$ cat config.mk
export PLATFORM = sky130hd
export DESIGN_NAME = bcd_serial_inc_ctrl_flat
export DESIGN_NICKNAME = d
export VERILOG_FILES = /design/src/rtl/bcd_serial_inc_ctrl_if.sv /design/src/rtl/bcd_serial_inc_ctrl.sv /design/src/flat_wrapper.sv
export SDC_FILE = /design/constraint.sdc
export NUM_CORES = 1
export LEC_CHECK = 0
export ABC_AREA = 0
export ABC_CLOCK_PERIOD_IN_PS = 2200
export CORE_MARGIN = 4
export CORE_UTILIZATION = 35
export DETAILED_ROUTE_END_ITERATION = 7
export GPL_TIMING_DRIVEN = 0
export HOLD_SLACK_MARGIN = 0.05
export MAX_ROUTING_LAYER = met4
export PLACE_DENSITY = 0.75
export SYNTH_ARGS = -nofsm -noshare
export SYNTH_HDL_FRONTEND = slang
export SYNTH_SLANG_ARGS = --single-unit
export TNS_END_PERCENT = 30
$ cat constraint.sdc
create_clock -name clk -period 2.2 [get_ports clk]
set_input_delay 0.33 -clock clk [delete_from_list [all_inputs] [get_ports clk]]
set_output_delay 0.33 -clock clk [all_outputs]
set_load 0.01 [all_outputs]
$ cat src/rtl/bcd_serial_inc_ctrl_if.sv
// Request/status bundle for the serial BCD incrementer.
// The master issues start/load requests; the slave returns the held value
// and the sequence status flags.
interface bcd_serial_inc_ctrl_if;
    logic        start;
    logic        load;
    logic [11:0] load_val;
    logic [11:0] bcd;
    logic        busy;
    logic        done;
    logic        overflow;

    modport master (
        output start, load, load_val,
        input  bcd, busy, done, overflow
    );

    modport slave (
        input  start, load, load_val,
        output bcd, busy, done, overflow
    );
endinterface

$ cat src/rtl/bcd_serial_inc_ctrl.sv
// Three-digit BCD register with a serial incrementer.
// One shared single-digit incrementor is stepped across the digits, LSD
// first, one digit per clock, stopping as soon as no carry ripples on.
// WRAP selects what happens at 999: wrap to 000 or saturate.
module bcd_serial_inc_ctrl #(
    parameter bit WRAP = 1'b1
) (
    input logic                  clk,
    input logic                  reset_n,
    bcd_serial_inc_ctrl_if.slave bus
);

    typedef enum logic [1:0] {
        IDLE = 2'd0,
        INC  = 2'd1,
        DONE = 2'd2
    } state_t;

    state_t      state;
    logic [1:0]  idx;
    logic [11:0] bcd_q;
    logic        busy_q;
    logic        done_q;
    logic        ovf_q;

    logic [3:0]  cur_digit;
    logic [3:0]  nxt_digit;
    logic        carry;
    logic        all_nines;

    // Select the digit the shared incrementor works on this cycle.
    always_comb begin
        // NOTE: every always_comb output gets a default first so no path
        // leaves it unassigned and a latch is never inferred.
        cur_digit = bcd_q[3:0];
        case (idx)
            2'd1:    cur_digit = bcd_q[7:4];
            2'd2:    cur_digit = bcd_q[11:8];
            default: cur_digit = bcd_q[3:0];
        endcase
    end

    // Shared one-digit incrementor; codes 9..15 all roll to 0 with carry.
    always_comb begin
        nxt_digit = 4'd0;
        carry     = 1'b1;
        if (cur_digit < 4'd9) begin
            nxt_digit = cur_digit + 4'd1;
            carry     = 1'b0;
        end
    end

    // Value that would carry out of the top digit on the next increment.
    assign all_nines = (bcd_q[3:0] >= 4'd9) && (bcd_q[7:4] >= 4'd9) &&
                       (bcd_q[11:8] >= 4'd9);

    // Control FSM with the held value and all status outputs registered.
    always_ff @(posedge clk or negedge reset_n) begin
        if (!reset_n) begin
            state  <= IDLE;
            idx    <= 2'd0;
            bcd_q  <= 12'h000;
            busy_q <= 1'b0;
            done_q <= 1'b0;
            ovf_q  <= 1'b0;
        end else begin
            // NOTE: state is updated with non-blocking assignments so every
            // register samples the pre-edge values of the others.
            case (state)
                IDLE: begin
                    done_q <= 1'b0;
                    ovf_q  <= 1'b0;
                    if (bus.load) begin
                        // load has priority; a simultaneous start is dropped
                        bcd_q <= bus.load_val;
                    end else if (bus.start) begin
                        if (!WRAP && all_nines) begin
                            // saturate: skip the digit walk entirely
                            state  <= DONE;
                            done_q <= 1'b1;
                            ovf_q  <= 1'b1;
                        end else begin
                            state  <= INC;
                            idx    <= 2'd0;
                            busy_q <= 1'b1;
                        end
                    end
                end

                INC: begin
                    case (idx)
                        2'd0:    bcd_q[3:0]  <= nxt_digit;
                        2'd1:    bcd_q[7:4]  <= nxt_digit;
                        default: bcd_q[11:8] <= nxt_digit;
                    endcase
                    if (!carry || idx == 2'd2) begin
                        state  <= DONE;
                        idx    <= 2'd0;
                        busy_q <= 1'b0;
                        done_q <= 1'b1;
                        // carry out of the top digit means we wrapped past 999
                        ovf_q  <= carry;
                    end else begin
                        idx <= idx + 2'd1;
                    end
                end

                DONE: begin
                    state  <= IDLE;
                    done_q <= 1'b0;
                    ovf_q  <= 1'b0;
                end

                default: begin
                    state  <= IDLE;
                    idx    <= 2'd0;
                    busy_q <= 1'b0;
                    done_q <= 1'b0;
                    ovf_q  <= 1'b0;
                end
            endcase
        end
    end

    assign bus.bcd      = bcd_q;
    assign bus.busy     = busy_q;
    assign bus.done     = done_q;
    assign bus.overflow = ovf_q;

endmodule

$ cat src/flat_wrapper.sv
// flat-port wrapper written by rule: the top's interface ports become plain ports
module bcd_serial_inc_ctrl_flat 
#(
    parameter bit WRAP = 1'b1
)
  (clk, reset_n, bus_start, bus_load, bus_load_val, bus_bcd, bus_busy, bus_done, bus_overflow);
  bcd_serial_inc_ctrl_if bus_i ();
  input logic clk;
  input logic reset_n;
  input wire logic [$bits(bus_i.start)-1:0] bus_start;
  input wire logic [$bits(bus_i.load)-1:0] bus_load;
  input wire logic [$bits(bus_i.load_val)-1:0] bus_load_val;
  output wire logic [$bits(bus_i.bcd)-1:0] bus_bcd;
  output wire logic [$bits(bus_i.busy)-1:0] bus_busy;
  output wire logic [$bits(bus_i.done)-1:0] bus_done;
  output wire logic [$bits(bus_i.overflow)-1:0] bus_overflow;
  assign bus_i.start = bus_start;
  assign bus_i.load = bus_load;
  assign bus_i.load_val = bus_load_val;
  assign bus_bcd = bus_i.bcd;
  assign bus_busy = bus_i.busy;
  assign bus_done = bus_i.done;
  assign bus_overflow = bus_i.overflow;
  bcd_serial_inc_ctrl #(.WRAP(WRAP)) u_core (.clk(clk), .reset_n(reset_n), .bus(bus_i));
endmodule
# ---- Yosys cells after proc, flatten, opt, wreduce, memory -nomap -nowiden
# Cells that the tools add are included.
dict set report word_totals {
  regBits 19
  inputBits 16
  output_inout_bits 15
}
dict set report classes {
  addsub 2
  magnitude_cmp 1
  eq_ne 11
  n_mux 24
  n_bitwise 1
  reduce_logical 11
}
# cell count
set ops {}
lappend ops {{12-bit one-hot mux with 2 select lines} 1}
lappend ops {{4-bit 2-to-1 mux} 4}
lappend ops {{3-bit AND reduction} 5}
lappend ops {{12-bit 2-to-1 mux} 1}
lappend ops {{2-bit 2-to-1 mux} 6}
lappend ops {{2-bit != test, second input constant} 6}
lappend ops {{1-bit 2-to-1 mux} 8}
lappend ops {{4-bit one-hot mux with 2 select lines} 1}
lappend ops {{2-bit one-hot mux with 3 select lines} 1}
lappend ops {{4-bit by 1-bit adder with 4-bit output, second input constant} 1}
lappend ops {{2-bit by 1-bit equality test with 1-bit output, second input constant} 2}
lappend ops {{2-bit equality test, second input constant} 2}
lappend ops {{2-bit logical NOT} 2}
lappend ops {{4-bit less-than comparator, second input constant} 1}
lappend ops {{2-bit one-hot mux with 2 select lines} 1}
lappend ops {{4-bit AND reduction} 1}
lappend ops {{1-bit one-hot mux with 3 select lines} 1}
lappend ops {{2-bit by 1-bit adder with 2-bit output, second input constant} 1}
lappend ops {{2-bit by 1-bit != test with 1-bit output, second input constant} 1}
lappend ops {{2-bit nonzero test} 1}
lappend ops {{2-bit OR reduction} 1}
lappend ops {{1-bit logical OR} 1}
lappend ops {{1-bit NOT} 1}

# ---- Logic depth before layout (Yosys ltp)
dict set report depth {
  ltp_word 6
  depth_mapped 9
}

# ---- Worst setup path before layout
# Ideal clock, no wire load.
dict set report synth_path {
  path_kind {register -> register}
  from {reg u_core.idx[0]}
  to {reg u_core.idx[0]}
  arrival_ns 1.972
  required_time_ns 2.126
  slack_ns 0.154
  path_stages_with_launch 9
  period_less_slack_ns 2.046
  cell_sequence {dfrtp_1 inv_1 ha_1 buf_2 mux2i_2 ha_1 a21o_1 or3_4 o21ai_2}
}
dict set report synth_between {
  elab_chain_cells 6
  word_cells_on_any_way 8
  classes_between {add/sub (1); order compare (1); eq/ne (2); mux (3); reduce/logical (1)}
}
# element line_no
set synth_rtl {}
lappend synth_rtl {{start: declaration} bcd_serial_inc_ctrl.sv:20} ;# logic [1:0] idx;
lappend synth_rtl {{start signal: assignment} bcd_serial_inc_ctrl.sv:104} ;# idx <= idx + 2'd1;
lappend synth_rtl {{2-bit equality test or 2-bit by 1-bit equality test with 1-bit output (tied branches)} {bcd_serial_inc_ctrl.sv:36, bcd_serial_inc_ctrl.sv:96}}
lappend synth_rtl {{4-bit one-hot mux with 2 select lines} bcd_serial_inc_ctrl.sv:36} ;# case (idx)
lappend synth_rtl {{4-bit less-than comparator} bcd_serial_inc_ctrl.sv:47} ;# if (cur_digit < 4'd9) begin
lappend synth_rtl {{1-bit logical OR} bcd_serial_inc_ctrl.sv:96} ;# if (!carry || idx == 2'd2) begin
lappend synth_rtl {{2-bit 2-to-1 mux (*)} bcd_serial_inc_ctrl.sv:96}
lappend synth_rtl {{2-bit one-hot mux with 3 select lines (*)} bcd_serial_inc_ctrl.sv:69} ;# case (state)
# Every way passes the cells marked *; elsewhere a longest branch is shown, timed or not.
# A chain may end at the register's enable or synchronous reset.

# ---- Worst setup path after layout
dict set report layout_path {
  from {reg u_core.idx[0]}
  to {reg u_core.bcd_q[9] (netlist: u_core.bus.bcd[9])}
}
dict set report layout_between {
  elab_chain_cells 6
  word_cells_on_any_way 12
  classes_between {add/sub (1); order compare (1); eq/ne (3); mux (4); reduce/logical (3)}
}
# element line_no
set layout_rtl {}
lappend layout_rtl {{2-bit equality test or 2-bit by 1-bit equality test with 1-bit output (tied branches)} {bcd_serial_inc_ctrl.sv:36, bcd_serial_inc_ctrl.sv:91}}
lappend layout_rtl {{4-bit one-hot mux with 2 select lines} bcd_serial_inc_ctrl.sv:36}
lappend layout_rtl {{4-bit by 1-bit adder with 4-bit output or 4-bit less-than comparator (tied branches)} {bcd_serial_inc_ctrl.sv:48, bcd_serial_inc_ctrl.sv:47}}
lappend layout_rtl {{4-bit 2-to-1 mux} bcd_serial_inc_ctrl.sv:47}
lappend layout_rtl {{4-bit 2-to-1 mux} bcd_serial_inc_ctrl.sv:91} ;# case (idx)
lappend layout_rtl {{12-bit one-hot mux with 2 select lines} bcd_serial_inc_ctrl.sv:69}
lappend layout_rtl {{end signal: assignment} bcd_serial_inc_ctrl.sv:75} ;# bcd_q <= bus.load_val;
lappend layout_rtl {{end signal: assignment} bcd_serial_inc_ctrl.sv:94} ;# default: bcd_q[11:8] <= nxt_digit;
lappend layout_rtl {{end: declaration} bcd_serial_inc_ctrl.sv:21} ;# logic [11:0] bcd_q;
# Parallel ways exist; a longest one is shown, timed or not. The select of a mux whose other input is x is not followed.

==> impl_metrics.yaml <==
run_status:
  outcome: "finished clean"
synth:
  synth_nets: 136
  yosysSeqAreaShare_pct: 45.0
  synth_top_area_cell: "dfrtp_1"
  syn_area_per_cell_um2: 9.18
  synth_edf_count: 0
  synth_flop_cell: "dfrtp_1"
  synthCells: 115
  synth_area_leaders: "dfrtp_1 (45%), nor2_1 (7.5%), ha_1 (5.9%), a22o_1 (5.8%), a31oi_1 (5.3%)"
  yosys_warnings: 0
  yosysUniqueCellTypes: 31
  netlist.area_leader.share_pct: 45.0
  ys_ff_latch: 19
  synth-async-reset-ratio_pct: 100
  synthesis.area_um2: 1060
place:
  post-dp-hpwl_um: 2000
  gp_congestion: 0.791
  dp_cells: 176
  dpl_cell_area_um2: 1400
  pre_cts_ws_ns: -0.143
  place.port_buffers: 30
global_routing:
  grt_overflow_total: 0
  antenna_found_initial: 0
  grt_max_degree: 20
  grt_pass1_wl_um: 4270
  track_usage_pct: 14.0
  grt_pass1_vias: 894
setup_path:
  cp.arrival_ns: 2.38
  cp_slowest_stage_delay_ns: 0.40
  crit_slowest_cell: "dfrtp_1"
  critPathKind: "reg -> reg"
  end_kind: "flop"
  worstPathCellList: "inv_1, ha_1, buf_6, mux2i_4, ha_2, a21o_1, nand3_1, a31oi_1"
  required_ns: 2.42
  crit_path_start_kind: "flop"
  crit_fanout: 7
final_layout:
  instances_no_fill: 181
  fin_area_um2: 1460
  syn2layout_area_growth_pct: 38.6
  drive_gt1_share_pct: 11.3
  utilization_pct: 51.7
  final_cell_mix: "clkdlybuf4s50_1 (30), nor2_1 (21), dfrtp_1 (19)"
  antenna_cells: 0
  mostFrequentLayoutCell: "clkdlybuf4s50_1"
  finish.net_count: 172
clock_network:
  clkLatencyLatePin_ns: 0.29
  ctsHoldBuffers: 0
  cts_tree: "built"
  cts_max_level: 1
  clk_pin_slew_ns: 0.11
  clock_path_buffers: 2
  clkSinkCount: 19
  numCtsBuffers: 3
  ctsRootBufferMaster: "clkbuf_4"
floorplan:
  die_h_um: 62.9
  start_util_pct: 37.3
  core_um2: 2830
  die_w_um: 62.9
  dieArea_um2: 3960
  pin_count: 31
  num_rows: 19
sta:
  fin_worst_skew_ns: 0.00160
  finalHoldViolations: 0
  period_needed_ns: 2.17
  fin_setup_tns_ns: 0
  fmax_mhz: 462
  rsz0062_at_grt: "true"
  worst_pin_slew_ns: 0.846
  period_share_pct: 98.4
  setup_viol: 0
  finalWorstSetupSlack_ns: 0.0349
  slew_viol_final: 0
  relSlewSlack_pct: 43.4
power:
  irDropWorstVdd_v: 0.000756
  pwr-share-comb_pct: 63.3
  p_clk_share_pct: 8.1
  switching_share_pct: 43.9
  p_leak_nw: 0.620
  p_int_w: 0.00123
  cellPowerDensity_nw_per_um2: 1500
  power.switching_w: 0.000967
  seqPwrFrac_pct: 28.7
drt:
  antenna_left: 0
  drtIter0Drc: 25
  num_vias: 968
  detail_route.vias_per_cell: 5.35
  drc: 0
  drt_first_pass_iters: 4
  wire_per_inst_um: 14.8
  drt-total-wl_um: 2680
job:
  cap_violations: 0
worst_hold_path:
  hp-class: "in -> async"
## per-layer routing
metal | wire (um) | vias to the layer above | global-route usage (%)
met5 | 0 | - | -
met4 | 11 | 0 | 3.31
met3 | 118 | 2 | 2.34
met2 | 1360 | 26 | 23.2
met1 | 1190 | 464 | 17.8
li1 | - | 476 | -
## power groups by stage
stage               sequential [W]  clock, W  combinational (W)
floorplan                 0.000673         0           0.000774
global placement          0.000629         0            0.00126
detailed placement        0.000634         0            0.00130
CTS                       0.000631  0.000181            0.00136
global route              0.000651  0.000203            0.00152
finish                    0.000631  0.000177            0.00139
## synth_stat cells (2+ instances only)
library cell / number
nand3_1: 2
a31oi_1: 9
clkbuf_1: 3
a22o_1: 7
dfrtp_1: 19
a21o_1: 2
inv_1: 6
nor3_1: 2
nand2_1: 14
nand2b_1: 2
a21oi_1: 5
ha_1: 5
nor2_1: 21
## critical path, delay by kind of cell, from the launching register on
family          cells  cell delay, ns
compound gates      2            0.45
fa+ha+maj           2            0.56
buf+inv             2            0.23
flops               1            0.40
mux                 1            0.28
simple gates        1            0.16
## worst paths after layout
check / start / to / slack [ns] / depth (start not counted)
setup / recovery: u_core.idx[0] / u_core.bus.bcd[9] / 0.03 / 8
hold / removal: reset_n / u_core.bus.bcd[7] / 0.51 / 1
setup reg to reg: u_core.idx[0] / u_core.bus.bcd[9] / 0.03 / 8
hold reg to reg: u_core.bus.done / u_core.bus.done / 0.54 / 2
max in group asynchronous: reset_n / u_core.bus.done / 1.17 / 1
min in group clk: u_core.bus.done / u_core.bus.done / 0.54 / 2
## through the flow
step	hold slack, ns	total power (W)
3_3_place_gp	0.500	0.00189
3_5_place_dp	0.506	0.00193
6_report	0.512	0.00220
5_1_grt	0.550	0.00238
4_1_cts	0.536	0.00217
2_1_floorplan	0.0344	0.00145
## sequential cells by signal, indices dropped and copies added (netlist names)
register             cells
u_core.bus.busy          1
u_core.bus.overflow      1
u_core.bus.bcd          12
u_core.bus.done          1
u_core.idx               2
u_core.state             2
## final cells by class
| class | instances | area [um2] |
|---|---|---|
| well taps | 31 | 38.8 |
| fillers | 259 | 1370 |
| repair buffers | 31 | 308 |
| plain buffers | 4 | 22.5 |
| multi-input cells | 85 | 567 |
| inverters | 7 | 26.3 |
| clock buffers | 4 | 26.3 |
| flip-flops and latches | 19 | 475 |
## logic make-up (layout without fill, tap and decap cells)
group	Yosys count	after routing	share of synthesized area, %
simple gates	45	45	18.5
fa+ha+maj	5	5	5.92
buf+inv	11	46	4.03
compound gates	32	32	22.2
flops	19	19	45.0
mux	3	3	4.38
## what timing repair did
item,CTS,global route
gates resized for setup,5,4
endpoints found under the hold margin,0,0
pin swaps,0,2
setup buffers,1,0
setup endpoints to repair,13,13
Power figures use the tool's default switching activity.
